[config.mk]
export PLATFORM = sky130hd
export DESIGN_NAME = event_packer_flat
export DESIGN_NICKNAME = d
export VERILOG_FILES = /design/src/rtl/event_packer_if.sv /design/src/rtl/event_packer.sv /design/src/flat_wrapper.sv
export SDC_FILE = /design/constraint.sdc
export NUM_CORES = 1
export LEC_CHECK = 0
export ABC_AREA = 1
export CORE_UTILIZATION = 27
export DETAILED_ROUTE_END_ITERATION = 8
export MAX_ROUTING_LAYER = met4
export PLACE_DENSITY_LB_ADDON = 0.12
export SKIP_LAST_GASP = 1
export SLEW_MARGIN = 20
export SYNTH_ARGS = -nofsm -noshare
export SYNTH_HDL_FRONTEND = slang
export SYNTH_SLANG_ARGS = --single-unit
[constraint.sdc]
create_clock -name clk50 -period 2.98 [get_ports clk50]
set_input_delay 0.447 -clock clk50 [delete_from_list [all_inputs] [get_ports clk50]]
set_output_delay 0.447 -clock clk50 [all_outputs]
set_load 0.01 [all_outputs]
[src/rtl/event_packer_if.sv]
`timescale 1ns/1ps
// Bus between the event packer, the tube hit-time recorders and the event FIFO write port.
// The master side is the packer itself; the slave side is its environment.
interface event_packer_if #(
  parameter int N_TUBES = 32
);
  logic                   scin_coin;
  logic [N_TUBES*8-1:0]   tube_data;
  logic                   fifo_full;
  logic [9:0]             fifo_wr_count;
  logic [15:0]            fifo_din;
  logic                   fifo_wr_en;
  logic                   clr;
  logic                   gate_en;
  logic                   busy;
  logic [15:0]            event_count;
  logic [15:0]            drop_count;

  modport master (
    input  scin_coin, tube_data, fifo_full, fifo_wr_count,
    output fifo_din, fifo_wr_en, clr, gate_en, busy, event_count, drop_count
  );

  modport slave (
    output scin_coin, tube_data, fifo_full, fifo_wr_count,
    input  fifo_din, fifo_wr_en, clr, gate_en, busy, event_count, drop_count
  );
endinterface

[src/rtl/event_packer.sv]
`timescale 1ns/1ps
// Event packer: on a scintillator coincidence, waits out the drift window, checks FIFO
// headroom, writes one {time, tube_id} word per tube plus a 16'hFFFF trailer, then re-arms the tubes.
module event_packer #(
  parameter int N_TUBES       = 32,
  parameter int WINDOW_CYCLES = 256,
  parameter int CLR_CYCLES    = 11,
  parameter int FIFO_DEPTH    = 1024,
  parameter bit SKIP_ZERO     = 1'b0
) (
  input logic            clk50,
  input logic            rst_n,
  event_packer_if.master bus
);
  localparam int WIN_W = $clog2(WINDOW_CYCLES + 1);
  localparam int CLR_W = $clog2(CLR_CYCLES + 1);
  localparam logic [WIN_W-1:0] WIN_LAST = WIN_W'(WINDOW_CYCLES - 1);
  localparam logic [CLR_W-1:0] CLR_LAST = CLR_W'(CLR_CYCLES - 1);
  localparam logic [4:0]       LAST_IDX = 5'(N_TUBES - 1);
  // Highest occupancy that still leaves room for every tube word plus the trailer.
  localparam logic [10:0]      MAX_OCC  = 11'(FIFO_DEPTH - 2 - N_TUBES);

  typedef enum logic [2:0] {IDLE, WINDOW, CHECK, WRITE, TRAILER, CLEAR} state_t;

  state_t           state;
  logic             sync1, sync2, sync3, trig;
  logic [WIN_W-1:0] win_cnt;
  logic [CLR_W-1:0] clr_cnt;
  logic [4:0]       idx;
  logic [7:0]       tube_time [N_TUBES];
  logic [7:0]       cur_time;
  logic             room, skip_cur;
  logic [1:0]       drop_inc;
  logic [15:0]      din_r, event_cnt_r, drop_cnt_r;
  logic             wr_en_r, clr_r, gate_r, busy_r;

  function automatic logic [15:0] sat_add(input logic [15:0] a, input logic [1:0] b);
    logic [16:0] s;
    s = {1'b0, a} + {15'd0, b};
    return s[16] ? 16'hFFFF : s[15:0];
  endfunction

  // Word id encodes wire, layer (0=A, 1=B) and chamber 3/4 for the FIFO consumer.
  function automatic logic [7:0] tube_id(input logic [4:0] i);
    return {i[2:0], i[3], 4'd3 + {3'd0, i[4]}};
  endfunction

  for (genvar g = 0; g < N_TUBES; g++) begin : g_unpack
    assign tube_time[g] = bus.tube_data[8*g +: 8];
  end

  assign trig     = sync2 & ~sync3;
  assign cur_time = tube_time[idx];
  assign skip_cur = SKIP_ZERO && (cur_time == 8'd0);
  assign room     = ({1'b0, bus.fifo_wr_count} <= MAX_OCC);

  // Any trigger outside IDLE is discarded; a CHECK-stage overflow discards the event too.
  always_comb begin
    drop_inc = 2'd0;
    if (state != IDLE)
      drop_inc = {1'b0, trig} + ((state == CHECK && !room) ? 2'd1 : 2'd0);
  end

  always_ff @(posedge clk50 or negedge rst_n) begin
    if (!rst_n) begin
      sync1       <= 1'b0;
      sync2       <= 1'b0;
      sync3       <= 1'b0;
      state       <= CLEAR;
      win_cnt     <= '0;
      clr_cnt     <= '0;
      idx         <= '0;
      din_r       <= 16'hFFFF;
      wr_en_r     <= 1'b0;
      clr_r       <= 1'b1;
      gate_r      <= 1'b0;
      busy_r      <= 1'b1;
      event_cnt_r <= '0;
      drop_cnt_r  <= '0;
    end else begin
      sync1      <= bus.scin_coin;
      sync2      <= sync1;
      sync3      <= sync2;
      drop_cnt_r <= sat_add(drop_cnt_r, drop_inc);
      wr_en_r    <= 1'b0;
      din_r      <= 16'hFFFF;

      case (state)
        IDLE: begin
          if (trig) begin
            state   <= WINDOW;
            win_cnt <= '0;
            gate_r  <= 1'b1;
            busy_r  <= 1'b1;
          end
        end
        WINDOW: begin
          if (win_cnt == WIN_LAST) begin
            state  <= CHECK;
            gate_r <= 1'b0;
          end else begin
            win_cnt <= win_cnt + 1'b1;
          end
        end
        CHECK: begin
          if (room) begin
            state <= WRITE;
            idx   <= '0;
          end else begin
            state   <= CLEAR;
            clr_cnt <= '0;
            clr_r   <= 1'b1;
          end
        end
        WRITE: begin
          din_r <= {cur_time, tube_id(idx)};
          // A skipped tube advances even while the FIFO is full since nothing is written.
          if (skip_cur || !bus.fifo_full) begin
            wr_en_r <= !skip_cur;
            if (idx == LAST_IDX) state <= TRAILER;
            else idx <= idx + 1'b1;
          end
        end
        TRAILER: begin
          if (!bus.fifo_full) begin
            wr_en_r     <= 1'b1;
            event_cnt_r <= sat_add(event_cnt_r, 2'd1);
            state       <= CLEAR;
            clr_cnt     <= '0;
            clr_r       <= 1'b1;
          end
        end
        CLEAR: begin
          if (clr_cnt == CLR_LAST) begin
            state  <= IDLE;
            clr_r  <= 1'b0;
            busy_r <= 1'b0;
          end else begin
            clr_cnt <= clr_cnt + 1'b1;
          end
        end
        default: begin
          state   <= CLEAR;
          clr_cnt <= '0;
          clr_r   <= 1'b1;
          busy_r  <= 1'b1;
          gate_r  <= 1'b0;
        end
      endcase
    end
  end

  assign bus.fifo_din    = din_r;
  assign bus.fifo_wr_en  = wr_en_r;
  assign bus.clr         = clr_r;
  assign bus.gate_en     = gate_r;
  assign bus.busy        = busy_r;
  assign bus.event_count = event_cnt_r;
  assign bus.drop_count  = drop_cnt_r;
endmodule

[src/flat_wrapper.sv]
// flat-port wrapper written by rule: the top's interface ports become plain ports
module event_packer_flat 
#(
  parameter int N_TUBES       = 32,
  parameter int WINDOW_CYCLES = 256,
  parameter int CLR_CYCLES    = 11,
  parameter int FIFO_DEPTH    = 1024,
  parameter bit SKIP_ZERO     = 1'b0
)
  (clk50, rst_n, bus_scin_coin, bus_tube_data, bus_fifo_full, bus_fifo_wr_count, bus_fifo_din, bus_fifo_wr_en, bus_clr, bus_gate_en, bus_busy, bus_event_count, bus_drop_count);
  event_packer_if #(.N_TUBES(N_TUBES)) bus_i ();
  input logic clk50;
  input logic rst_n;
  input wire logic [$bits(bus_i.scin_coin)-1:0] bus_scin_coin;
  input wire logic [$bits(bus_i.tube_data)-1:0] bus_tube_data;
  input wire logic [$bits(bus_i.fifo_full)-1:0] bus_fifo_full;
  input wire logic [$bits(bus_i.fifo_wr_count)-1:0] bus_fifo_wr_count;
  output wire logic [$bits(bus_i.fifo_din)-1:0] bus_fifo_din;
  output wire logic [$bits(bus_i.fifo_wr_en)-1:0] bus_fifo_wr_en;
  output wire logic [$bits(bus_i.clr)-1:0] bus_clr;
  output wire logic [$bits(bus_i.gate_en)-1:0] bus_gate_en;
  output wire logic [$bits(bus_i.busy)-1:0] bus_busy;
  output wire logic [$bits(bus_i.event_count)-1:0] bus_event_count;
  output wire logic [$bits(bus_i.drop_count)-1:0] bus_drop_count;
  assign bus_i.scin_coin = bus_scin_coin;
  assign bus_i.tube_data = bus_tube_data;
  assign bus_i.fifo_full = bus_fifo_full;
  assign bus_i.fifo_wr_count = bus_fifo_wr_count;
  assign bus_fifo_din = bus_i.fifo_din;
  assign bus_fifo_wr_en = bus_i.fifo_wr_en;
  assign bus_clr = bus_i.clr;
  assign bus_gate_en = bus_i.gate_en;
  assign bus_busy = bus_i.busy;
  assign bus_event_count = bus_i.event_count;
  assign bus_drop_count = bus_i.drop_count;
  event_packer #(.N_TUBES(N_TUBES), .WINDOW_CYCLES(WINDOW_CYCLES), .CLR_CYCLES(CLR_CYCLES), .FIFO_DEPTH(FIFO_DEPTH), .SKIP_ZERO(SKIP_ZERO)) u_core (.clk50(clk50), .rst_n(rst_n), .bus(bus_i));
endmodule
== Yosys cells after proc, flatten, opt, wreduce, memory -nomap -nowiden ==
Cells that the tools add are included.
Cells by class
  add/sub/neg operators: 7
  magnitude comparators: 2
  equality and inequality tests: 19
  mux-type cells: 37
  bitwise gates (word level): 7
  reduce and logical (&&, ||, !) cells: 18
Operators by type and width (number)
  $mux W16: 3
  $bmux W8 S5: 1
  $mux W3: 7
  $mux W9: 2
  $pmux W3 S6: 1
  $pmux W9 S2: 1
  $add A16 B1 Y17 const B: 1
  $add A16 B2 Y17: 1
  $mux W8: 2
  $pmux W4 S4: 1
  $mux W5: 3
  $mux W4: 3
  $ne A2 B2 Y1 const B: 6
  $reduce_and A4 Y1: 3
  $le A10 B10 Y1 const B: 1
  $ne A2 B1 Y1 const B: 5
  $pmux W5 S2: 1
  $add A9 B1 Y9 const B: 1
  $eq A9 B8 Y1 const B: 1
  $reduce_and A3 Y1: 3
  $mux W1: 8
  $reduce_or A4 Y1: 2
  $eq A3 B2 Y1 const B: 2
  $eq A3 B3 Y1 const B: 2
  other kinds (23): 29
Storage, ports and cells
  bits in registers: 76
  input bits: 270
  output and inout bits: 52
  logic and storage cells: 104

== Logic depth before layout (Yosys ltp) ==
  depth after elaboration: 8
  gate-level depth with buffers: 19
  gate-level depth less buffers: 19

== Worst setup path after synthesis ==
OpenSTA, ideal clock, no wires.
  path kind: flip-flop to flip-flop
  start: reg u_core.state[2]
  end: reg u_core.drop_cnt_r[11] (netlist: u_core.bus.drop_count[11])
  setup time: 0.069 ns
  data arrival time: 2.626 ns
  required time: 2.911 ns
  setup slack: 0.285 ns
  cell stages (with the launch flop): 20
  buffers on the path: 1
  clock period less this slack: 2.695 ns
  path through: dfstp_2 inv_2 nand2_1 nor2_1 nand3_1 nor2_1 inv_1 nand2_1 a21oi_1 ha_1 inv_1 fa_1 inv_1 nand2_1 nor2_2 nand3_1 nor2_2 nand2_1 buf_2 nand3_1
Between the ends
  cells in the longest elaborated chain, start to end: 7
  elaborated cells on any way between the ends: 8
  classes of those cells: add/sub: 2; eq/ne: 1; mux: 3; reduce/logical: 2
Ends and longest elaborated chain
  from (decl): line event_packer.sv:25  | state_t state;
  from (signal assigned): line event_packer.sv:69  | state <= CLEAR;
  from (signal assigned): line event_packer.sv:91  | state <= WINDOW;
  from (signal assigned): line event_packer.sv:99  | state <= CHECK;
  $eq A3 B2 Y1: line event_packer.sv:61  | drop_inc = {1'b0, trig} + ((state == CHECK && !room) ? 2'd1 : 2'd0);
  $logic_and A1 B1 Y1: line event_packer.sv:61
  $mux W1: line event_packer.sv:61
  $add A1 B2 Y2: line event_packer.sv:61
  $mux W2 *: line event_packer.sv:60  | if (state != IDLE)
  $add A16 B2 Y17 *: line event_packer.sv:39  | s = {1'b0, a} + {15'd0, b};
  $mux W16 *: line event_packer.sv:40  | return s[16] ? 16'hFFFF : s[15:0];
  to (signal assigned): line event_packer.sv:84  | drop_cnt_r <= sat_add(drop_cnt_r, drop_inc);
  to (decl): line event_packer.sv:34  | logic [15:0] din_r, event_cnt_r, drop_cnt_r;
Mark *: on every way between the ends. The rest lies on a longest branch, timed or not.
A chain may end at the register's enable or synchronous reset.

== Worst setup path after layout ==
  start: reg u_core.state[2]
  end: reg u_core.drop_cnt_r[10] (netlist: u_core.bus.drop_count[10])
The elaborated chain is that of the path after synthesis.

==> metrics.md <==
| Metric | Value |
|---|---|
| Number of cell rows | 57 |
| Clock transition at path regs | 60 ps |
| Fin cells | 1822 |
| Final setup vio count | 0 |
| Slew @ Worst Pin | 742 ps |
| Starting density of the core | 0.277 |
| CP Class | flip-flop to flip-flop |
| Register area | 1910 um^2 |
| Syn Area/Cell | 5.69 um^2 |
| Final worst path period share | 0.911 |
| DRC viols | 0 |
| Skew final | 8.39 ps |
| Initial antenna violation count | 0 |
| Unique cell type count in the Yosys netlist | 34 |
| Psw | 3.03 mW |
| Peak Freq | 368 MHz |
| Worst vdd ir | 0.267 mV |
| Max-cap check violation count | 0 |
| Clock share of power | 0.159 |
| Dpl cell area | 10400 um^2 |
| DRT antenna net count | 0 |
| CP Launch Type | flip-flop |
| Vias per cell | 4.43 |
| Die width | 161 um |
| Core Area | 24500 um^2 |
| Final Hold Violating Endpoints | 0 |
| Wire length of the first global-routing pass | 41900 um |
| Sequential power share | 0.243 |
| Cell Int Power | 3.38 mW |
| Minimum clock period after layout | 2720 ps |
| Synth Cell Area | 6800 um^2 |
| CTS sink cnt | 75 |
| Worst hold slack | 123 ps |
| Total grt overflow | 0 |
| Detailed-route via count | 8067 |
| # fillers | 2635 |
| Routability cong. | 0.833 |
| Hold Path Class | primary input to async pin |
| Crit path DAT | 2940 ps |
| Port Buffers | 321 |
| Cell Chain, Critical Path | inv_2, nand2_1, nor2_1, nand3_2, nor2_1, inv_1, nand2_1, a21oi_2, ha_2, inv_1, fa_1, inv_1, nand2_1, nor2_2, nand3_2, buf_4, nor2_2, nand2_1, nand2_1, nand3_1 |
| Setup ws final | 265 ps |
| Ant diodes | 0 |
| Worst-skew pair later-pin latency | 330 ps |
| # Post-CTS Setup Buffers | 0 |
| Clock tree root buffer cell | clkbuf_16 |
| Pre-CTS setup slack | -171 ps |
| Number of H-tree levels | 3 |
| Num CTS Buffers | 9 |
| Status | complete, no violations |
| Crit. End Element | flip-flop |
| Total power | 6.41 mW |
| Post-synthesis sequential area ratio | 0.279 |
| Nets@finish | 1773 |
| Share of cells above drive strength 1 | 0.0581 |
| Logic pwr share | 0.599 |
| Largest net degree at the start of global routing | 61 |
| Post-DP HPWL | 20300 um |
| Maximum fanout along the worst path | 7 |
| Die area | 25800 um^2 |
| Clk buf depth | 2 |
| Synthesized flop and latch total | 75 |
| Iteration-0 DRC Markers | 425 |
| Router iterations before antenna repair | 5 |
| Hold Buf Count CTS | 0 |
| GRT Overall Usage | 0.211 |
| Most common cell on crit path | nand2_1 |
| Max Transition Viols Final | 0 |
| Slew HR | 0.504 |
| Leakage | 5.29 nW |
| Routed WL | 26100 um |
| Area growth, synth to finish | 56.7% |
| Switch share | 0.472 |
| TritonCTS clock tree | yes |
| Crit path max-delay cell type | dfstp_2 |
| Dpl cells | 1806 |
| Synth Net Count | 1476 |
| Die span in y | 161 um |
| Register-to-register setup slack | 260 ps |
| Post-Synthesis Cells | 1196 |
| Power Density | 602 nW/um^2 |
| Vias in the first global route | 8086 |
| RSZ-0062 raised after global routing | false |
| Req. time, crit path | 3200 ps |
| Post-CTS Resized | 0 |
| Yosys warns | 0 |
| Max incr delay on CP | 530 ps |
| I/O Pins | 322 |
| Multi-input gate area | 3920 um^2 |
| WL per Instance | 14.3 um |
| Post-route cell area | 10700 um^2 |
[path summary, 6_finish.rpt]
check | startpoint | endpoint | depth (start not counted)
setup / recovery | u_core.state[2] | u_core.bus.drop_count[10] | 20
hold / removal | rst_n | u_core.bus.event_count[12] | 1
setup reg to reg | u_core.state[2] | u_core.bus.drop_count[10] | 20
hold reg to reg | u_core.sync1 | u_core.sync2 | 0
max in group asynchronous | rst_n | u_core.bus.fifo_din[2] | 2
min in group clk50 | u_core.sync1 | u_core.sync2 | 0
[area by class of cell]
type                    count  share of cell area
clock buffers              10              0.0224
clock inverters             6             0.00387
inverters                 194              0.0686
multi-input cells         870               0.368
flip-flops and latches     75               0.179
well taps                 324              0.0380
repair buffers            343               0.320
[critical path: cells and delay by family (launching register included)]
family          cells  cell delay [ps]
flops               1              530
fa+ha+maj           2              560
simple gates       12              980
buf+inv             5              420
compound gates      1              120
[flip-flops by register name, summed over array words and instances (netlist names)]
name and cells:
u_core.bus.busy 1, u_core.bus.fifo_din 15, u_core.bus.fifo_wr_en 1, u_core.win_cnt 9, u_core.sync3 1, u_core.bus.gate_en 1, u_core.bus.event_count 16, u_core.idx 5
u_core.sync1 1, u_core.bus.clr 1, u_core.state 3, u_core.sync2 1, u_core.clr_cnt 4, u_core.bus.drop_count 16
[placed cells by master, fill, tap and decap left out, types with 5 or more instances in the layout]
master	instances
nand2_1	483
buf_4	20
dfrtp_1	54
o21ai_0	32
dfstp_2	19
inv_2	5
nor2_1	55
xnor2_1	5
nand3b_1	5
ha_1	8
inv_1	187
nor2_2	6
nand4_1	16
xor2_1	8
nor3_1	8
clkdlybuf4s50_1	320
clkbuf_16	9
nand3_1	215
[through the flow]
| stage | setup TNS [ps] | util |
|---|---|---|
| after detailed placement | -1030 | 0.422 |
| final | 0 | 0.434 |
| after CTS | 0 | 0.434 |
| after global placement | -59.9 | 0.422 |
| after global routing | 0 | 0.434 |
| after floorplan | 0 | - |
[cell families after synthesis]
| family | count (synthesis) | share of synthesized area |
|---|---|---|
| AND/OR/NAND/NOR | 801 | 0.501 |
| buffers and inverters | 251 | 0.147 |
| flip-flops | 75 | 0.279 |
| AO/OA/AOI/OAI | 46 | 0.0362 |
| XOR/XNOR | 13 | 0.0167 |
| adder cells (fa/ha/maj) | 10 | 0.0195 |
[power groups by stage]
stage / combinational (mW) / clock [mW] / sequential [mW]
6_report: 3.84 / 1.02 / 1.56
5_1_grt: 4.35 / 1.10 / 1.60
4_1_cts: 3.89 / 1.07 / 1.56
3_5_place_dp: 3.88 / 0 / 1.58
3_3_place_gp: 3.87 / 0 / 1.57
2_1_floorplan: 2.49 / 0 / 1.49
[synth_stat cells]
master / n / share of area
a21oi_1: 5 / 0.0037
o31ai_1: 2 / 0.0022
nand4_1: 16 / 0.015
nand3_1: 217 / 0.16
o211ai_1: 1 / 0.0011
o21a_1: 2 / 0.0022
dfstp_2: 19 / 0.073
inv_2: 4 / 0.0022
dfrtp_1: 56 / 0.21
nor2_4: 3 / 0.0050
nor3_2: 1 / 0.0015
nand3b_1: 5 / 0.0055
o22ai_1: 1 / 0.00092
nor2_1: 56 / 0.031
buf_4: 1 / 0.0011
nand2_1: 483 / 0.27
xnor2_1: 5 / 0.0064
nand2_2: 4 / 0.0037
buf_1: 13 / 0.0072
o21ai_0: 32 / 0.024
buf_6: 2 / 0.0033
buf_2: 29 / 0.021
clkinv_1: 1 / 0.00055
inv_1: 189 / 0.10
xor2_1: 8 / 0.010
nand3_2: 1 / 0.0015
nor2_2: 5 / 0.0046
fa_1: 1 / 0.0029
or2_2: 2 / 0.0018
o21ai_1: 2 / 0.0015
nor3_1: 8 / 0.0059
ha_1: 9 / 0.017
clkbuf_1: 12 / 0.0066
o21bai_1: 1 / 0.0011
[metal layers]
metal | up-vias | track usage | wire length (um)
met1 | 3527 | 0.262 | 12000
met3 | 35 | 0.0421 | 1430
met2 | 226 | 0.347 | 12000
li1 | 4279 | - | -
met4 | 0 | 0.0600 | 660
met5 | - | - | 0
Power figures use the tool's default switching activity.
